$ cat config.mk
export PLATFORM = sky130hd
export DESIGN_NAME = fetch_queue
export DESIGN_NICKNAME = d
export VERILOG_FILES = /design/src/rtl/fetch_queue.sv
export SDC_FILE = /design/constraint.sdc
export NUM_CORES = 1
export LEC_CHECK = 0
export BUFFER_PORTS_ARGS = -buffer_cell sky130_fd_sc_hd__buf_2
export CORE_ASPECT_RATIO = 1.1
export CORE_UTILIZATION = 57
export CTS_CLUSTER_DIAMETER = 150
export CTS_CLUSTER_SIZE = 8
export DETAILED_ROUTE_END_ITERATION = 8
export GPL_TIMING_DRIVEN = 0
export PLACE_DENSITY = 0.84
export SLEW_MARGIN = 10
export SYNTH_ARGS = -nofsm -noshare
export SYNTH_HDL_FRONTEND = slang
export SYNTH_SLANG_ARGS = --single-unit
$ cat constraint.sdc
create_clock -name clk -period 6.8 [get_ports clk]
set_clock_uncertainty 0.2 [all_clocks]
set_input_delay 0.68 -clock clk [delete_from_list [all_inputs] [get_ports clk]]
set_output_delay 0.68 -clock clk [all_outputs]
set_load 0.02 [all_outputs]
$ cat src/rtl/fetch_queue.sv
// Instruction-fetch front end: one outstanding imem read per accepted PC, results tagged and queued for decode.
// Optional `FETCH_BYPASS_EN: forwards returning data straight to decode when the queue is empty.
module fetch_queue #(
  parameter int unsigned DEPTH = 2,
  parameter int unsigned AW    = 16,
  parameter int unsigned DW    = 16
) (
  input  logic          clk,
  input  logic          rst,
  input  logic [AW-1:0] pc_addr,
  input  logic          pc_valid,
  output logic          pc_ready,
  input  logic          flush,
  output logic          mem_en,
  output logic [AW-1:0] mem_addr,
  input  logic          mem_rvalid,
  input  logic [DW-1:0] mem_rdata,
  output logic [DW-1:0] instr,
  output logic [AW-1:0] instr_pc,
  output logic          instr_valid,
  input  logic          instr_ready
);

  localparam int unsigned PW = (DEPTH > 1) ? $clog2(DEPTH) : 1;
  localparam int unsigned CW = PW + 1;

  localparam logic [1:0] IDLE = 2'd0;
  localparam logic [1:0] WAIT = 2'd1;
  localparam logic [1:0] DROP = 2'd2;

  logic [1:0]    state;
  logic [1:0]    stateNext;
  logic [PW-1:0] rdPtr;
  logic [PW-1:0] wrPtr;
  logic [CW-1:0] count;
  logic [AW-1:0] tagPc;
  logic [AW-1:0] pcMem   [DEPTH];
  logic [DW-1:0] dataMem [DEPTH];
  logic          accept;
  logic          respIn;
  logic          pushEn;
  logic          popEn;
  logic          fifoValid;

  // Next-state and handshake decode; pc_ready only in IDLE with a free slot
  always_comb begin
    stateNext = state;
    pc_ready  = 1'b0;
    accept    = 1'b0;
    case (state)
      IDLE: begin
        pc_ready = ~rst & ~flush & (count < CW'(DEPTH));
        accept   = pc_valid & pc_ready;
        if (accept) stateNext = WAIT;
      end
      WAIT: begin
        if (mem_rvalid)  stateNext = IDLE;
        else if (flush)  stateNext = DROP;
      end
      DROP: begin
        if (mem_rvalid) stateNext = IDLE;
      end
      default: stateNext = IDLE;
    endcase
  end

  always_ff @(posedge clk) begin
    if (rst) state <= IDLE;
    else     state <= stateNext;
  end

  assign fifoValid = (count != '0);
  assign respIn    = (state == WAIT) & mem_rvalid & ~flush;
  assign popEn     = fifoValid & instr_ready;

`ifdef FETCH_BYPASS_EN
  logic bypassHit;
  // Empty queue: present the returning word directly; consumed words skip the FIFO
  assign bypassHit   = ~fifoValid & respIn;
  assign instr_valid = fifoValid | bypassHit;
  assign instr       = bypassHit ? mem_rdata : dataMem[rdPtr];
  assign instr_pc    = bypassHit ? tagPc : pcMem[rdPtr];
  assign pushEn      = respIn & ~(bypassHit & instr_ready);
`else
  assign instr_valid = fifoValid;
  assign instr       = dataMem[rdPtr];
  assign instr_pc    = pcMem[rdPtr];
  assign pushEn      = respIn;
`endif

  // Read request strobe and PC tag for the single outstanding read
  always_ff @(posedge clk) begin
    if (rst) begin
      mem_en   <= 1'b0;
      mem_addr <= '0;
      tagPc    <= '0;
    end else begin
      mem_en <= accept;
      if (accept) begin
        mem_addr <= pc_addr;
        tagPc    <= pc_addr;
      end
    end
  end

  // FIFO pointers and occupancy; flush empties the queue outright
  always_ff @(posedge clk) begin
    if (rst || flush) begin
      rdPtr <= '0;
      wrPtr <= '0;
      count <= '0;
    end else begin
      if (pushEn) wrPtr <= wrPtr + PW'(1);
      if (popEn)  rdPtr <= rdPtr + PW'(1);
      case ({pushEn, popEn})
        2'b10:   count <= count + CW'(1);
        2'b01:   count <= count - CW'(1);
        default: count <= count;
      endcase
    end
  end

  always_ff @(posedge clk) begin
    if (rst) begin
      for (int i = 0; i < int'(DEPTH); i++) begin
        pcMem[i]   <= '0;
        dataMem[i] <= '0;
      end
    end else if (pushEn) begin
      pcMem[wrPtr]   <= tagPc;
      dataMem[wrPtr] <= mem_rdata;
    end
  end

endmodule

# Word-level counts from Yosys, hierarchy flattened
# Memory sizes are Yosys's and may differ from the RTL's. A register that Yosys moved wholly into a read port is not among the register bits.
# Index checks and enable logic that the tools add are counted.
# word_totals
inputBits	38
ff_bits	23
elab_cells	58
mem_bits_ro	0
latchBits	0
ram_bits	64
n_memories	2
out_inout_bits	51
# op_classes
eq_ne	7
n_bitwise	8
shift	0
order_cmp	1
addsub	4
div	0
n_mul	0
reduce_logical	7
n_mux	23
# memory_table
memory	words	word_bits	rd	rd_clocked_by_memory_dff	wr	line_no	source
dataMem	2	16	1	1	2	38	logic [DW-1:0] dataMem [DEPTH];
pcMem	2	16	1	1	2	37	logic [AW-1:0] pcMem [DEPTH];
# op_table
operator	count
two-way mux 16 bit	2
OR reduction 16 bit	2
two-way mux 1 bit	15
two-way mux 2 bit	4
AND 1 bit	6
case mux 2 bit (3 select lines)	1
== test 2 x 1 -> 1 bit, second input constant	2
== test 2 bit, second input constant	2
inequality test 2 bit, second input constant	2
case mux 2 bit (2 select lines)	1
nonzero test 2 bit	2
inequality test 3 bit, second input constant	1
AND reduction 3 bit	1
adder 1 bit, second input constant	2
adder 2 x 1 -> 2 bit, second input constant	1
logical NOT 2 bit	1
less-than comparator 2 bit, second input constant	1
inverter 1 bit	2
subtractor 2 x 1 -> 2 bit, second input constant	1
logical OR 1 bit	1

# Logic depth before layout (Yosys ltp)
# depth
word_depth	8
ltp_mapped	6

# Least setup slack after synthesis
# No wires, ideal clock.
# synth_path
kind	input to register
start	input port mem_rvalid
end	memory dataMem[0][0] (enable)
t_arrival_ns	2.713
slack_ns	3.459
cell_stages	3
cell_sequence	nand2_1 or3_1 o21bai_1
# synth_lines
element	line_no	source
start, declared	16	input logic mem_rvalid,
end, declared	38	

==> summary.txt <==
Status
  – Outcome: finished, final reports clean

Clock tree
  – Insertion delay to the later sink of the worst-skew pair: 0.35 ns
  – H-tree levels: 3
  – CTS max path bufs: 2
  – Root buffer cell: clkbuf_8
  – Num CTS Buffers: 9
  – # hold bufs at CTS: 0
  – Clock transition at path regs: 0.08 ns
  – TritonCTS clock tree: done
  – Post-CTS Setup Repair Bufs: 0
  – Clock sink total: 88
  – CTS resizes: 0

Worst setup path
  – R2r endpoint: pcMem[1][14]$_SDFFCE_PN0P_
  – Critical Path Max Stage Delay: 0.56 ns
  – Origin of the critical flop-to-flop path: state[0]$_SDFFE_PP0P_
  – CP max stage cell: buf_1
  – Reg2Reg Setup Slack: 4.39 ns
  – CP Data Required Time: 5.92 ns
  – Worst Setup Start Kind: flip-flop
  – Worst Reg-to-Reg Cells: 3
  – Critical path fanouts, max: 10
  – Family with the most delay on the worst path: buffers and inverters
  – Critical Path AT: 2.00 ns
  – Kind of critical path: reg2out
  – Buffers & Inverters on Critical Path: 3
  – Crit-path cells: clkbuf_1 > buf_1 > mux2_2 > buf_2
  – Crit path capture type: output port

Yosys
  – Area of the mapped netlist: 3736 sq um
  – Mean Syn Cell Area: 13.16 sq um
  – Ranking of synthesized cells by area: edfxtp_1 (51%), dfxtp_1 (13%), and2_1 (11%)
  – Warnings from Yosys: 0
  – Cell taking the most area after synthesis: edfxtp_1
  – Top cells by count, synth: and2_1 (64), edfxtp_1 (64), mux2_2 (33)
  – Seq/Total Area, Yosys: 0.6430
  – Distinct cell type count after synthesis: 29
  – #FFs+latches synth: 88
  – Top FF cell, synth: edfxtp_1
  – Post-synth top area share: 0.5144
  – Post-Syn Nets: 323
  – Post-synth EDFFs: 64
  – Share of synthesized flip-flops with an asynchronous set or reset: 0
  – Mapped Cells: 284

Routing
  – Post-Route WL: 7.610 mm
  – Via density: 5.330
  – WL per Instance: 16.23 microns
  – Residual DRC: 0
  – First DRT Iteration DRCs: 166
  – Vias: 2500
  – 1st-pass router iterations: 4
  – Antenna-violating nets left: 0

Placement
  – Detailed-placement wirelength estimate: 5.266 mm
  – Gpl congestion: 0.7940
  – Placed standard-cell area: 4315 sq um
  – I/O Buffers: 88

Die
  – I/O Pins: 89
  – Num rows: 30
  – CORE AREA: 6231 sq um
  – Die area: 6882 sq um
  – Chip width: 79.19 microns
  – Initial Utilization: 0.5996
  – DIE HEIGHT: 86.91 microns

STA
  – Final Setup Violations: 0
  – Hold Vio Cnt, Final: 0
  – Slew Limit Fails: 0
  – Fin Setup TNS: 0 ns
  – Tcrit/Tclk final: 0.4236
  – Relative slew slack: 0.4372
  – Actual slew at the worst max-slew pin: 0.8442 ns
  – Unrepaired setup endpoints after global routing: false
  – Max Fclk: 347.2 MHz
  – Tmin final: 2.880 ns

GRT
  – Largest net degree at the start of global routing: 33
  – First-pass GRT wire length: 11.99 mm
  – GRT overflow: 0
  – Initial antenna violation count: 0
  – Tot GR Track Use: 0.2359
  – Number of global-route vias before repair: 2493

Min path
  – Min-Delay Endpoint: tagPc[11]$_SDFFE_PP0P_
  – Min-delay src: tagPc[11]$_SDFFE_PP0P_
  – Hold Path Depth: 2
  – Hold crit path type: reg2reg

Finish
  – Fin area: 4539 sq um
  – Final Net Count: 423
  – Fillers: 449
  – Area of the multi-input gates: 1261 sq um
  – Flip-flop and latch area: 2402 sq um
  – Share of cells above drive strength 1: 0.3959
  – Area delta synth->final: 21.50%
  – Ant. Diodes: 0

Pwr
  – Power Density: 235.6 nW/um^2
  – Leak: 0.001864 uW
  – Max IR drop VDD: 0.1535 mV

Job
  – Maxcap violations: 0
## cell usage in the layout, fill, tap and decap left out, types with 3 or more instances in the layout
cell type	count
or3_1	4
clkbuf_1	7
and2_1	64
dfxtp_1	24
mux2_2	33
buf_1	3
clkbuf_8	9
nand3_1	16
edfxtp_1	64
o21ai_0	17
a21oi_1	19
clkbuf_2	6
buf_2	92
nor2_1	4
## worst max path at each step
stage,from,to,depth (start not counted)
after floorplan,mem_rvalid,dataMem[0][0]$_SDFFCE_PN0P_,3
after global placement,mem_rvalid,dataMem[0][11]$_SDFFCE_PN0P_,4
after detailed placement,flush,dataMem[1][13]$_SDFFCE_PN0P_,5
after CTS,flip-flop,instr_pc[1],4
after global routing,flip-flop,instr_pc[9],4
final,flip-flop,instr_pc[9],4
## cell type report
type                            count  area share
Clock buffer                       12     0.03914
Tap cell                           80     0.02205
Sequential cell                    88      0.5292
Multi-Input combinational cell    177      0.2778
Buffer                             19     0.01847
Clock inverter                      4     0.01020
Timing Repair Buffer               89      0.1031
## layer usage
layer | routed length, microns | vias up | track usage
met3 | 340 | 9 | 0.03874
met4 | 96 | 0 | 0.09917
li1 | - | 1214 | -
met5 | 0 | - | 0
met2 | 4086 | 80 | 0.4240
met1 | 3087 | 1197 | 0.2795
## report_power, final
part / switching, uW / internal (uW)
clock: 179 / 214
combinational: 48.0 / 30.0
sequential: 7.62 / 591
total: 235 / 834
## cells by family (layout without fill, tap and decap cells)
| family | Yosys count | count (layout) | share of synthesized area |
|---|---|---|---|
| xor+xnor | 3 | 3 | 0.007034 |
| mux | 33 | 33 | 0.09947 |
| fa+ha+maj | 1 | 1 | 0.003348 |
| buf+inv | 19 | 124 | 0.02244 |
| simple gates | 101 | 101 | 0.1711 |
| compound gates | 39 | 39 | 0.05358 |
| flops | 88 | 88 | 0.6430 |
## worst min-delay path, cell delays in order (launching register included)
cell and delay (ns):
dfxtp_1 0.33, o21ai_0 0.07, a21oi_1 0.06
## through the flow
step           setup WS (ns)  hold WS [ns]    util  cells  power (uW)
2_1_floorplan          3.459        0.2809       -    284       653.0
3_3_place_gp           2.513        0.2830  0.6863    452       683.2
3_5_place_dp           3.809        0.2944  0.6926    453       688.3
4_1_cts                3.891        0.3059  0.7285    469        1072
5_1_grt                3.789        0.3272  0.7285    469        1101
6_report               3.920        0.3094  0.7285    469        1069
## registers in the layout, summed over array words and instances, names as in the netlist, named ones only
name     cells
pcMem       32
wrPtr        1
tagPc       16
state        2
count        2
mem_en       1
dataMem     32
rdPtr        1
(Power assumes the default switching activity.)
